### src/rtl/adder_pkg.sv
// Shared types and default sizing for the chunked adder sequencer.
package adder_pkg;
    localparam int ADD_N = 4;
    localparam int ADD_K = 2;

    typedef enum logic [1:0] {IDLE, RUN, DONE} adder_state_t;
endpackage

### src/rtl/adder_N.sv
// N-bit combinational ripple-carry adder shared by the sequencer.
module adder_N #(
    parameter int N = 4
) (
    output logic [N-1:0] Y,
    output logic         Cout,
    input  logic [N-1:0] A,
    input  logic [N-1:0] B,
    input  logic         Cin
);
    logic c;

    always_comb begin
        Y = '0;
        c = Cin;
        for (int i = 0; i < N; i++) begin
            Y[i] = A[i] ^ B[i] ^ c;
            c    = (A[i] & B[i]) | (c & (A[i] ^ B[i]));
        end
        Cout = c;
    end
endmodule

### src/rtl/adder_seq_ctrl.sv
// Computes an M-bit sum over K cycles by feeding one N-bit chunk per cycle
// (LSB chunk first) through a single shared adder_N, with a registered carry.
//
// state | meaning
// IDLE  | waiting for start
// RUN   | one chunk added per cycle, idx counts 0..K-1
// DONE  | result on Y/Cout, done pulse; start here chains the next add
module adder_seq_ctrl
    import adder_pkg::*;
#(
    parameter  int N = ADD_N,
    parameter  int K = ADD_K,
    localparam int M = N * K
) (
    input  logic         clk,
    input  logic         reset,
    input  logic         start,
    input  logic [M-1:0] A,
    input  logic [M-1:0] B,
    input  logic         Cin,
    output logic         busy,
    output logic         done,
    output logic [M-1:0] Y,
    output logic         Cout
);
    localparam int              IW       = (K > 1) ? $clog2(K) : 1;
    localparam logic [IW-1:0]   IDX_LAST = IW'(K - 1);

    adder_state_t  state, state_d;
    logic [M-1:0]  op_a, op_b, part, part_next;
    logic          carry_q;
    logic [IW-1:0] idx;
    logic [N-1:0]  chunk_sum;
    logic          chunk_cout;
    logic          accept;
    logic          last_chunk;

    adder_N #(.N(N)) u_adder (
        .Y    (chunk_sum),
        .Cout (chunk_cout),
        .A    (op_a[idx*N +: N]),
        .B    (op_b[idx*N +: N]),
        .Cin  (carry_q)
    );

    assign accept     = start && ((state == IDLE) || (state == DONE));
    assign last_chunk = (idx == IDX_LAST);

    always_comb begin
        state_d = state;
        case (state)
            IDLE:    if (start) state_d = RUN;
            RUN:     if (last_chunk) state_d = DONE;
            DONE:    state_d = start ? RUN : IDLE;
            default: state_d = IDLE;
        endcase
    end

    // Final chunk is merged here so Y gets the full result on the same edge.
    always_comb begin
        part_next                = part;
        part_next[idx*N +: N]    = chunk_sum;
    end

    assign busy = (state == RUN);
    assign done = (state == DONE);

    always_ff @(posedge clk) begin
        if (reset) begin
            state   <= IDLE;
            op_a    <= '0;
            op_b    <= '0;
            part    <= '0;
            carry_q <= 1'b0;
            idx     <= '0;
            Y       <= '0;
            Cout    <= 1'b0;
        end else begin
            state <= state_d;
            if (accept) begin
                op_a    <= A;
                op_b    <= B;
                carry_q <= Cin;
                idx     <= '0;
            end else if (state == RUN) begin
                part    <= part_next;
                carry_q <= chunk_cout;
                if (last_chunk) begin
                    idx  <= '0;
                    Y    <= part_next;
                    Cout <= chunk_cout;
                end else begin
                    idx  <= idx + IW'(1);
                end
            end
        end
    end
endmodule

### config.mk
export PLATFORM = sky130hd
export DESIGN_NAME = adder_seq_ctrl
export DESIGN_NICKNAME = d
export VERILOG_FILES = /design/src/rtl/adder_pkg.sv /design/src/rtl/adder_N.sv /design/src/rtl/adder_seq_ctrl.sv
export SDC_FILE = /design/constraint.sdc
export NUM_CORES = 1
export LEC_CHECK = 0
export CAP_MARGIN = 20
export CORE_MARGIN = 8
export CORE_UTILIZATION = 45
export CTS_CLUSTER_DIAMETER = 120
export DETAILED_ROUTE_END_ITERATION = 8
export GPL_ROUTABILITY_DRIVEN = 0
export PLACE_DENSITY = 0.73
export SLEW_MARGIN = 10
export SYNTH_ARGS = -nofsm -noshare
export SYNTH_HDL_FRONTEND = slang
export SYNTH_SLANG_ARGS = --single-unit
export TNS_END_PERCENT = 10
### constraint.sdc
create_clock -name clk -period 6.2 [get_ports clk]
set_input_delay 1.24 -clock clk [delete_from_list [all_inputs] [get_ports clk]]
set_output_delay 1.24 -clock clk [all_outputs]
set_load 0.1 [all_outputs]
==> load_flow_metrics.sql, run 1 <==
INSERT INTO impl_metrics (metric_group, metric, value, unit) VALUES
('cts', 'clock_tree_from_tritoncts', 'done', ''),
('drt', 'detail_route.wirelength', '2740', 'µm'),
('global_route', 'antenna_found_initial', '0', ''),
('cts', 'clock_insertion_delay_at_the_later_pin_of_the_skew_report', '330', 'ps'),
('status', 'run_status', 'finished clean', ''),
('floorplanning', 'initial_core_util', '0.462', ''),
('setup_path', 'timing.critical_path.slowest_cell_delay', '1150', 'ps'),
('placed_design', 'io_port_bufs', '30', ''),
('power', 'internal-power', '0.309', 'mW'),
('timing', 'drv_slew', '0', ''),
('power', 'net-switching-power', '0.117', 'mW'),
('cts', 'total_cts_buffers', '5', ''),
('timing', 'finalClockSkew', '4.79', 'ps'),
('synth', 'synthDistinctLibCells', '24', ''),
('placed_design', 'post-place-ws', '3120', 'ps'),
('timing', 'setup_viol_count_final', '0', ''),
('setup_path', 'crit_type', 'reg2out', ''),
('floorplanning', 'dieHeight', '71.5', 'µm'),
('setup_path', 'cp-startpoint', 'state[0]$_SDFFE_PP0P_', ''),
('timing', 'final_hold_viol_count', '0', ''),
('timing', 'min_period', '3400', 'ps'),
('global_route', 'globalRoute.totalOverflow', '0', ''),
('floorplanning', 'chipWidth', '71.5', 'µm'),
('synth', 'synthTopCellsByArea', 'dfxtp_1 48%, nand2_1 12%, a21oi_1 8.3%, fa_1 5.8%, mux2i_1 4.3%', ''),
('synth', 'synth_top_area_frac', '0.476', ''),
('layout', 'n_antenna_cell', '0', ''),
('power', 'power.share.clock', '0.284', ''),
('synth', 'synth-warning-count', '0', ''),
('layout', 'nets', '207', ''),
('layout', 'post_route_cells_drive_above_1_share', '0.0874', ''),
('timing', 'post-route-worst-setup-slack', '2800', 'ps'),
('cts', 'clk_path_buf_depth', '2', ''),
('timing', 'worst_case_headroom_to_the_max_slew_limit', '0.335', ''),
('timing', 'fin_tns_setup', '0', 'ps'),
('layout', 'finalCoreUtilization', '0.579', ''),
('worst_hold_path', 'holdCritStartpoint', 'Y[4]$_SDFFE_PP0P_', ''),
('floorplanning', 'design.die.area', '5120', 'µm²'),
('setup_path', 'timing.critical_path.from_type', 'flip-flop', ''),
('layout', 'ff_latch_area', '661', 'µm²'),
('cts', 'cts.htree.levels', '2', ''),
('timing', 'min_period_over_period', '0.548', ''),
('synth', 'ys_ff_latch', '33', ''),
('drt', 'detail_route.wl_per_cell', '12.7', 'µm'),
('cts', 'postCtsHoldBufs', '0', ''),
('drt', 'routed-via-count', '1066', ''),
('placed_design', 'placement.cell_area', '1680', 'µm²'),
('synth', 'synth_largest_area_cell', 'dfxtp_1', ''),
('floorplanning', 'floorplan.core_area', '3000', 'µm²'),
('synth', 'synth_area_per_inst', '8.95', 'µm²'),
('power', 'power-per-cell-area', '245', 'nW/µm²'),
('global_route', 'wire_length_of_the_first_global_routing_pass', '4570', 'µm'),
('timing', 'rsz0062_at_grt', 'no', ''),
('worst_hold_path', 'timing.hold.worst_path_depth', '2', ''),
('synth', 'synth_nets', '179', ''),
('setup_path', 'timing.critical_path.cells', 'nand2b_1 > inv_1 > clkdlybuf4s50_1', ''),
('power', 'peakVddDrop', '0.000129', 'V'),
('setup_path', 'critical_path.slowest_cell', 'clkdlybuf4s50_1', ''),
('timing', 'hold_ws', '456', 'ps'),
('synth', 'asyncSetResetFlopFracSynth', '0', ''),
('setup_path', 'timing.rr.end', 'part[3]$_SDFFE_PP0P_', ''),
('timing', 'clock.fmax', '294', 'MHz'),
('synth', 'netlist_instances', '155', ''),
('floorplanning', 'fp-row-count', '20', ''),
('setup_path', 'worst_ep_arrival_time', '2160', 'ps'),
('drt', 'drt_drc_violations_left', '0', ''),
('run', 'maxCapViolCount', '0', ''),
('cts', 'cts_repair_resize_count', '0', ''),
('placed_design', 'dp_hpwl', '2030', 'µm'),
('synth', 'yosysSeqAreaShare', '0.476', ''),
('power', 'power.static_leakage', '0.629', 'nW'),
('layout', 'multiInputGateArea', '643', 'µm²');
-- layer usage --
layer	track usage	vias up	routed length (µm)
met5	0	-	0
met4	0.0816	0	44
met3	0.0488	5	195
met2	0.182	32	1240
met1	0.121	468	1260
li1	-	561	-
-- how the worst max path moves through the flow --
stage	endpoint	depth (start not counted)
after floorplan	done	1
after global placement	carry_q$_SDFFE_PP0P_	4
after detailed placement	op_b[3]$_SDFFE_PP0P_	4
after CTS	busy	3
after global routing	busy	3
final	busy	3
-- through the flow --
| step | instances | total power, mW |
|---|---|---|
| floorplan | 155 | 0.287 |
| global placement | 207 | 0.307 |
| detailed placement | 208 | 0.310 |
| CTS | 215 | 0.431 |
| global route | 216 | 0.449 |
| finish | 216 | 0.426 |
-- worst max-delay path, delay by kind of cell, from the launching register on --
| kind | cells | cell delay (ps) |
|---|---|---|
| buffers and inverters | 2 | 1250 |
| DFF | 1 | 440 |
| and+or+nand+nor | 1 | 130 |
-- state kept, by name, indices dropped and copies added, names as in the netlist --
| signal | cells |
|---|---|
| carry_q | 1 |
| part | 4 |
| state | 2 |
| Y | 8 |
| idx | 1 |
| Cout | 1 |
| op_b | 8 |
| op_a | 8 |
-- layout by cell type (no fill, tap or decap) --
| cell | n |
|---|---|
| and3b_1 | 1 |
| fa_1 | 4 |
| mux2_2 | 4 |
| nor3_1 | 1 |
| nor2b_1 | 2 |
| clkdlybuf4s50_1 | 30 |
| nor2_1 | 10 |
| inv_1 | 4 |
| clkbuf_4 | 5 |
| xnor2_1 | 1 |
| dfxtp_1 | 33 |
| clkbuf_1 | 1 |
| mux2i_1 | 6 |
| nand2_1 | 44 |
| a21oi_1 | 23 |
| nand3_1 | 1 |
| a2bb2oi_1 | 1 |
| nand3b_1 | 1 |
| a211oi_2 | 3 |
| nand2b_1 | 2 |
| nor3b_4 | 1 |
| buf_4 | 1 |
| clkbuf_8 | 1 |
| a211oi_1 | 2 |
| buf_8 | 1 |
-- power by group through the flow --
| stage | registers [mW] | logic (mW) | clock network [mW] |
|---|---|---|---|
| 3_5_place_dp | 0.237 | 0.0732 | 0 |
| 4_1_cts | 0.232 | 0.0735 | 0.126 |
| 5_1_grt | 0.234 | 0.0798 | 0.135 |
| 3_3_place_gp | 0.236 | 0.0703 | 0 |
| 2_1_floorplan | 0.240 | 0.0471 | 0 |
| 6_report | 0.232 | 0.0734 | 0.121 |
-- synthesized netlist by cell type, types with 3 or more instances --
cell type and count:
mux2_2 4, mux2i_1 6, a21oi_1 23, nor2_1 10
buf_2 4, a211oi_2 3, fa_1 4, inv_1 4
dfxtp_1 33, nand2_1 44
-- cells by family after synthesis --
logic type | share of synthesized area
AOI/OAI and AO/OA | 0.127
xor gates and xnor gates | 0.00631
adders and majority gates | 0.0577
buffers and inverters | 0.0604
DFF | 0.476
muxes | 0.0757
and+or+nand+nor | 0.197
-- layout make-up --
class / count / share of cell area
flip-flops and latches: 33 / 0.380
inverters: 4 / 0.00864
multi-input cells: 107 / 0.370
clock buffers: 7 / 0.0317
well taps: 33 / 0.0238
repair buffers: 32 / 0.186
Power figures use the tool's default switching activity.
==> inputs of run 2 (changes only) <==
==> constraint.sdc (replaced) <==
create_clock -name clk -period 3.2 [get_ports clk]
set_input_delay 0.64 -clock clk [delete_from_list [all_inputs] [get_ports clk]]
set_output_delay 0.64 -clock clk [all_outputs]
set_load 0.1 [all_outputs]
==> run 2 against run 1 <==
Register-to-register slack lost 2800 ps. Power grew 94%. Final cell count grew 0.46%. Combinational power grew 96%. Clock power grew 95%. Largest power group unchanged. Highest routed layer unchanged.
==> load_flow_metrics.sql, run 2 (synthesis gave the netlist of run 1 again) <==
INSERT INTO impl_metrics (metric_group, metric, value, unit) VALUES
('placed_design', 'io_port_bufs', '30', ''),
('setup_path', 'critical-path-top-cell-by-count', 'fa_1', ''),
('setup_path', 'worst_ep_required_time', '3450', 'ps'),
('cts', 'postCtsSetupRepairBufs', '0', ''),
('cts', 'clockRootBuffer', 'clkbuf_4', ''),
('setup_path', 'path_max_fanout', '7', ''),
('cts', 'postCtsHoldBufs', '0', ''),
('global_route', 'met2_usage', '0.190', ''),
('layout', 'multiInputGateArea', '643', 'µm²'),
('drt', 'drt_pre_antenna_iters', '4', ''),
('drt', 'drtAntennaViolNets', '0', ''),
('drt', 'detail_route.wirelength', '2800', 'µm'),
('layout', 'registers_with_the_highest_flip_flop_counts', 'Y x8, op_a x8, op_b x8', ''),
('global_route', 'grt_pass1_vias', '1083', ''),
('setup_path', 'timing.critical_path.from_type', 'flip-flop', ''),
('timing', 'min_period', '2780', 'ps'),
('floorplanning', 'design.portCount', '31', ''),
('layout', 'layout.cells.most_common_list', '44 x nand2_1, 33 x dfxtp_1, 23 x a21oi_1, 19 x clkdlybuf4s50_1, 14 x buf_4', ''),
('timing', 'finalClockSkew', '5.69', 'ps'),
('timing', 'min_period_over_period', '0.868', ''),
('timing', 'hold_ws', '457', 'ps'),
('layout', 'synthToLayoutAreaGrowth', '23.3', '%'),
('global_route', 'grt.met1_usage', '0.119', ''),
('cts', 'cts_repair_resize_count', '0', ''),
('drt', 'starting_drt_drc_count', '45', ''),
('run', 'maxCapViolCount', '0', ''),
('setup_path', 'endpoint_kind', 'flip-flop', ''),
('cts', 'total_cts_buffers', '5', ''),
('timing', 'rsz0062_at_grt', 'no', ''),
('setup_path', 'crit_type', 'reg2reg', ''),
('floorplanning', 'initial_core_util', '0.462', ''),
('drt', 'detail_route.wl_per_cell', '12.9', 'µm'),
('cts', 'clk_path_buf_depth', '2', ''),
('layout', 'finalCoreUtilization', '0.570', ''),
('power', 'power.static_leakage', '0.654', 'nW'),
('timing', 'worst_slew_pin_slew', '608', 'ps'),
('status', 'run_status', 'finished clean', ''),
('layout', 'nets', '208', ''),
('global_route', 'global_route.peak_usage_layer', 'met2', ''),
('placed_design', 'dp_hpwl', '2060', 'µm'),
('setup_path', 'critical_path_buf_inv_count', '3', ''),
('cts', 'cts.clk_slew.worst_paths', '90', 'ps'),
('global_route', 'groute.layer.met3.usage', '0.0446', ''),
('floorplanning', 'floorplan.core_area', '3000', 'µm²'),
('drt', 'avgViaCountPerCell', '4.98', ''),
('power', 'peakVddDrop', '0.000236', 'V'),
('setup_path', 'worst_ep_arrival_time', '3030', 'ps'),
('drt', 'routed-via-count', '1081', ''),
('layout', 'post_route_cells_drive_above_1_share', '0.152', ''),
('setup_path', 'critical_path.slowest_cell', 'dfxtp_1', ''),
('setup_path', 'timing.critical_path.slowest_cell_delay', '510', 'ps'),
('setup_path', 'critical_path.top_delay_family', 'adder cells', ''),
('cts', 'clock-sinks', '33', ''),
('floorplanning', 'chipWidth', '71.5', 'µm'),
('global_route', 'grt_start_max_net_pins', '34', ''),
('timing', 'fin_tns_setup', '0', 'ps'),
('floorplanning', 'design.die.area', '5120', 'µm²'),
('timing', 'post-route-worst-setup-slack', '421', 'ps'),
('layout', 'n_antenna_cell', '0', ''),
('timing', 'final_hold_viol_count', '0', ''),
('floorplanning', 'fp-row-count', '20', ''),
('timing', 'clock.fmax', '360', 'MHz'),
('layout', 'ff_latch_area', '661', 'µm²'),
('timing', 'setup_viol_count_final', '0', ''),
('cts', 'clock_insertion_delay_at_the_later_pin_of_the_skew_report', '330', 'ps'),
('layout', 'nFillCells', '287', ''),
('drt', 'drt_drc_violations_left', '0', ''),
('worst_hold_path', 'timing.hold.worst.class', 'reg2reg', ''),
('setup_path', 'timing.critical_path.cells', 'mux2_2 > fa_1 > inv_1 > fa_1 > inv_1 > fa_1 > inv_1 > fa_1 > a211oi_1', ''),
('timing', 'worst_case_headroom_to_the_max_slew_limit', '0.595', ''),
('floorplanning', 'dieHeight', '71.5', 'µm'),
('power', 'power-per-cell-area', '484', 'nW/µm²'),
('global_route', 'grt.total_usage', '0.115', ''),
('placed_design', 'post-place-ws', '423', 'ps'),
('cts', 'cts.htree.levels', '2', ''),
('global_route', 'globalRoute.totalOverflow', '0', ''),
('timing', 'drv_slew', '0', ''),
('global_route', 'antenna_found_initial', '0', ''),
('cts', 'clock_tree_from_tritoncts', 'done', ''),
('layout', 'final_common_cell', 'nand2_1', ''),
('global_route', 'wire_length_of_the_first_global_routing_pass', '4620', 'µm');
[run 2: cell types whose count changed in the layout (fill, tap and decap cells not counted), sizes merged]
cell / delta
buf: +12
clkdlybuf4s50: -11
[run 2: layout make-up]
class,count,share of cell area
Tap cell,33,0.0241
Clock buffer,7,0.0322
Inverter,4,0.00878
Multi-Input combinational cell,107,0.376
Sequential cell,33,0.386
Timing Repair Buffer,33,0.173
[run 2: worst min-delay path, stage by stage, from the launching register on]
cell and delay, ps:
dfxtp_1 320, nand2_1 50, a21oi_1 50
[run 2: final timing paths]
check                            start                   end  slack [ps]  cells past startpoint
setup reg to reg      idx$_SDFFE_PP0P_  part[3]$_SDFFE_PP0P_         420                      9
hold / removal    part[1]$_SDFFE_PP0P_     Y[1]$_SDFFE_PP0P_         460                      2
setup / recovery      idx$_SDFFE_PP0P_  part[3]$_SDFFE_PP0P_         420                      9
hold reg to reg   part[1]$_SDFFE_PP0P_     Y[1]$_SDFFE_PP0P_         460                      2
[run 2: per-stage QoR]
stage	cell area [µm²]	std cells	power, mW
after floorplan	1390	155	0.557
after global placement	1660	210	0.597
after detailed placement	1660	210	0.601
after CTS	1710	217	0.835
after global routing	1710	217	0.868
final	1710	217	0.828
[run 2: routing by layer]
| layer | vias to the layer above | share of wire |
|---|---|---|
| met5 | - | 0 |
| met4 | 0 | 0.024 |
| met3 | 8 | 0.065 |
| met2 | 30 | 0.46 |
| met1 | 480 | 0.45 |
| li1 | 563 | - |
[run 2: power breakdown]
part           switching (mW)  leakage [nW]  internal (mW)  total (mW)
combinational          0.0815         0.353         0.0627       0.144
clock                   0.133        0.0314          0.104       0.236
sequential             0.0146         0.270          0.433       0.447
==> inputs of run 3 (changes only) <==
--- a/config.mk
+++ b/config.mk
@@ -5,13 +5,16 @@
 export SDC_FILE = /design/constraint.sdc
 export NUM_CORES = 1
 export LEC_CHECK = 0
+export ABC_AREA = 1
+export ABC_CLOCK_PERIOD_IN_PS = 3200
 export CAP_MARGIN = 20
 export CORE_MARGIN = 8
 export CORE_UTILIZATION = 45
+export CTS_BUF_LIST = sky130_fd_sc_hd__clkbuf_8 sky130_fd_sc_hd__clkbuf_16
 export CTS_CLUSTER_DIAMETER = 120
 export DETAILED_ROUTE_END_ITERATION = 8
 export GPL_ROUTABILITY_DRIVEN = 0
-export PLACE_DENSITY = 0.73
+export PLACE_DENSITY = 0.72
 export SLEW_MARGIN = 10
 export SYNTH_ARGS = -nofsm -noshare
 export SYNTH_HDL_FRONTEND = slang
==> run 3 against run 2 <==
Sequential cell count did not move. Combinational power rose by 11%. Sequential power rose by 3%. Count of clock-buffer cells in the layout fell by 2. Clock skew rose by 1.4 ps. Maximum frequency rose by 6.4%. Routed wire length rose by 6.7%. Critical path type unchanged. Critical endpoint unchanged.
==> load_flow_metrics.sql, run 3 <==
INSERT INTO impl_metrics (metric_group, metric, value, unit) VALUES
('synth', 'synth-edff-count', '0', ''),
('drt', 'drtAntennaViolNets', '0', ''),
('setup_path', 'timing.rr.end', 'part[3]$_SDFFE_PP0P_', ''),
('layout', 'final_design_area_no_fill', '1810', 'µm²'),
('timing', 'min_period', '2610', 'ps'),
('drt', 'drt_pre_antenna_iters', '4', ''),
('worst_hold_path', 'holdCritStartpoint', 'Y[2]$_SDFFE_PP0P_', ''),
('layout', 'layout.cells.most_common_list', '39 x nand2_1, 39 x nor2_1, 33 x dfxtp_1, 20 x inv_1, 19 x clkdlybuf4s50_1', ''),
('placed_design', 'dp_hpwl', '2170', 'µm'),
('global_route', 'grt.total_usage', '0.124', ''),
('layout', 'n_antenna_cell', '0', ''),
('setup_path', 'number_of_cells_traversed_by_the_worst_register_to_register_path', '13', ''),
('power', 'power.static_leakage', '0.805', 'nW'),
('floorplanning', 'chipWidth', '73.1', 'µm'),
('layout', 'registers_with_the_highest_flip_flop_counts', 'Y x8, op_a x8, op_b x8', ''),
('floorplanning', 'fp-row-count', '20', ''),
('synth', 'synth_nets', '215', ''),
('cts', 'postCtsHoldBufs', '0', ''),
('drt', 'routed-via-count', '1252', ''),
('status', 'run_status', 'finished clean', ''),
('synth', 'synth_top_cells_by_count', '39 x nand2_1, 39 x nor2_1, 33 x dfxtp_1, 18 x o21ai_0, 17 x inv_1', ''),
('synth', 'synth_top_area_frac', '0.450', ''),
('power', 'power-per-cell-area', '500', 'nW/µm²'),
('timing', 'worst_case_headroom_to_the_max_slew_limit', '0.617', ''),
('timing', 'min_period_over_period', '0.816', ''),
('floorplanning', 'dieHeight', '73.1', 'µm'),
('cts', 'clock_insertion_delay_at_the_later_pin_of_the_skew_report', '290', 'ps'),
('synth', 'netlist_instances', '191', ''),
('floorplanning', 'initial_core_util', '0.477', ''),
('synth', 'synth_largest_area_cell', 'dfxtp_1', ''),
('cts', 'clk_path_buf_depth', '2', ''),
('synth', 'synthesis.area', '1470', 'µm²'),
('synth', 'synthTopCellsByArea', 'dfxtp_1 45%, nand2_1 10%, nor2_1 10%, o21ai_0 6.1%, fa_1 5.5%', ''),
('setup_path', 'worst_ep_arrival_time', '2840', 'ps'),
('synth', 'synthDistinctLibCells', '19', ''),
('setup_path', 'r2r_setup_slack', '590', 'ps'),
('placed_design', 'io_port_bufs', '30', ''),
('cts', 'cts.clk_slew.worst_paths', '70', 'ps'),
('global_route', 'grt_start_max_net_pins', '28', ''),
('global_route', 'grt_pass1_vias', '1214', ''),
('timing', 'finalClockSkew', '7.04', 'ps'),
('global_route', 'globalRoute.totalOverflow', '0', ''),
('cts', 'clock_tree_from_tritoncts', 'done', ''),
('global_route', 'antenna_found_initial', '0', ''),
('layout', 'post_route_cells_drive_above_1_share', '0.114', ''),
('worst_hold_path', 'timing.hold.worst.class', 'reg2reg', ''),
('cts', 'clock-sinks', '33', ''),
('power', 'peakVddDrop', '0.000335', 'V'),
('cts', 'postCtsSetupRepairBufs', '0', ''),
('synth', 'synth_area_per_inst', '7.69', 'µm²'),
('worst_hold_path', 'timing.hold.worst_path_depth', '2', ''),
('global_route', 'wire_length_of_the_first_global_routing_pass', '5220', 'µm'),
('timing', 'worst_slew_pin_slew', '573', 'ps'),
('worst_hold_path', 'hold_end', 'Y[2]$_SDFFE_PP0P_', ''),
('drt', 'starting_drt_drc_count', '69', ''),
('run', 'maxCapViolCount', '0', ''),
('timing', 'drv_slew', '0', ''),
('layout', 'ff_latch_area', '661', 'µm²'),
('drt', 'detail_route.wl_per_cell', '11.3', 'µm'),
('placed_design', 'placement.cell_area', '1730', 'µm²'),
('synth', 'synthFlopType', 'dfxtp_1', ''),
('setup_path', 'worst_ep_required_time', '3420', 'ps'),
('drt', 'detail_route.wirelength', '2980', 'µm'),
('synth', 'synth-warning-count', '0', ''),
('layout', 'synthToLayoutAreaGrowth', '23.3', '%'),
('cts', 'clockRootBuffer', 'clkbuf_8', ''),
('synth', 'asyncSetResetFlopFracSynth', '0', ''),
('floorplanning', 'design.portCount', '31', ''),
('floorplanning', 'floorplan.core_area', '3080', 'µm²'),
('layout', 'multiInputGateArea', '659', 'µm²'),
('drt', 'drt_drc_violations_left', '0', ''),
('setup_path', 'timing.critical_path.from_type', 'flip-flop', ''),
('synth', 'ys_ff_latch', '33', ''),
('cts', 'total_cts_buffers', '5', ''),
('drt', 'avgViaCountPerCell', '4.74', ''),
('setup_path', 'path_max_fanout', '9', ''),
('layout', 'nets', '243', ''),
('setup_path', 'crit_type', 'reg2reg', ''),
('setup_path', 'endpoint_kind', 'flip-flop', ''),
('synth', 'yosysSeqAreaShare', '0.450', ''),
('cts', 'cts.htree.levels', '2', ''),
('timing', 'rsz0062_at_grt', 'no', ''),
('layout', 'nFillCells', '294', ''),
('timing', 'fin_tns_setup', '0', 'ps'),
('timing', 'clock.fmax', '383', 'MHz'),
('floorplanning', 'design.die.area', '5350', 'µm²'),
('timing', 'setup_viol_count_final', '0', ''),
('cts', 'cts_repair_resize_count', '0', ''),
('setup_path', 'cp-startpoint', 'idx$_SDFFE_PP0P_', ''),
('timing', 'final_hold_viol_count', '0', ''),
('setup_path', 'crit_reg_reg_startpoint', 'idx$_SDFFE_PP0P_', '');
## run 3: cell count changes in the layout (fill, tap and decap cells not counted), moves of 3 or more
| cell | previous run | this run |
|---|---|---|
| a211oi_2 | 3 | 0 |
| a21oi_1 | 23 | 7 |
| clkbuf_4 | 5 | 0 |
| clkbuf_8 | 1 | 5 |
| inv_1 | 4 | 20 |
| inv_2 | 0 | 3 |
| mux2_2 | 4 | 0 |
| nand2_1 | 44 | 39 |
| nand3_1 | 1 | 6 |
| nand4_1 | 0 | 4 |
| nor2_1 | 10 | 39 |
| o21ai_0 | 0 | 18 |
## run 3: power breakdown
group / total (mW) / switching (mW) / internal (mW)
clock: 0.286 / 0.142 / 0.145
combinational: 0.160 / 0.0960 / 0.0638
sequential: 0.459 / 0.0201 / 0.439
total: 0.905 / 0.258 / 0.647
## run 3: metrics by stage
| step | instances | hold slack (ps) | setup slack, ps | power, mW | util |
|---|---|---|---|---|---|
| finish | 264 | 462 | 587 | 0.905 | 0.588 |
| global route | 264 | 490 | 368 | 0.958 | 0.588 |
| CTS | 264 | 466 | 584 | 0.917 | 0.588 |
| detailed placement | 256 | 457 | 608 | 0.629 | 0.562 |
| global placement | 256 | 450 | 676 | 0.626 | 0.562 |
| floorplan | 191 | 425 | 779 | 0.585 | - |
## run 3: cell families after synthesis
kind of cell,after synthesis,synth area share
AND/OR/NAND/NOR,93,0.275
AO/OA/AOI/OAI,27,0.0920
buffers and inverters,30,0.101
multiplexers,4,0.0273
adder cells (fa/ha/maj),4,0.0545
flip-flops,33,0.450
## run 3: final cells by class
cell class | count | area share
clock buffers | 5 | 0.0380
clock inverters | 3 | 0.00622
inverters | 20 | 0.0415
multi-input cells | 128 | 0.364
flip-flops and latches | 33 | 0.365
well taps | 44 | 0.0304
repair buffers | 31 | 0.155
## run 3: how the worst max path moves through the flow
stage | endpoint | slack (ps) | depth (start not counted)
2_1_floorplan | part[3]$_SDFFE_PP0P_ | 780 | 14
3_3_place_gp | part[3]$_SDFFE_PP0P_ | 680 | 13
3_5_place_dp | part[3]$_SDFFE_PP0P_ | 610 | 13
4_1_cts | part[3]$_SDFFE_PP0P_ | 580 | 13
5_1_grt | part[3]$_SDFFE_PP0P_ | 370 | 13
6_report | part[3]$_SDFFE_PP0P_ | 590 | 13
## run 3: critical path: stages, from the launching register on
cell and delay, ps:
dfxtp_1 490, inv_1 180, nand2_1 90, nand2_1 60, fa_1 390, inv_1 70
fa_1 150, inv_1 50, fa_1 350, inv_1 70, fa_1 420, nand3_1 100
nand2_1 50, nor2_1 70
## run 3: routing by layer
metal | vias up | part of all wire | track usage
met4 | 0 | 0.020 | 0.0600
met2 | 39 | 0.46 | 0.199
met5 | - | 0 | 0
li1 | 655 | - | -
met1 | 550 | 0.45 | 0.138
met3 | 8 | 0.071 | 0.0536
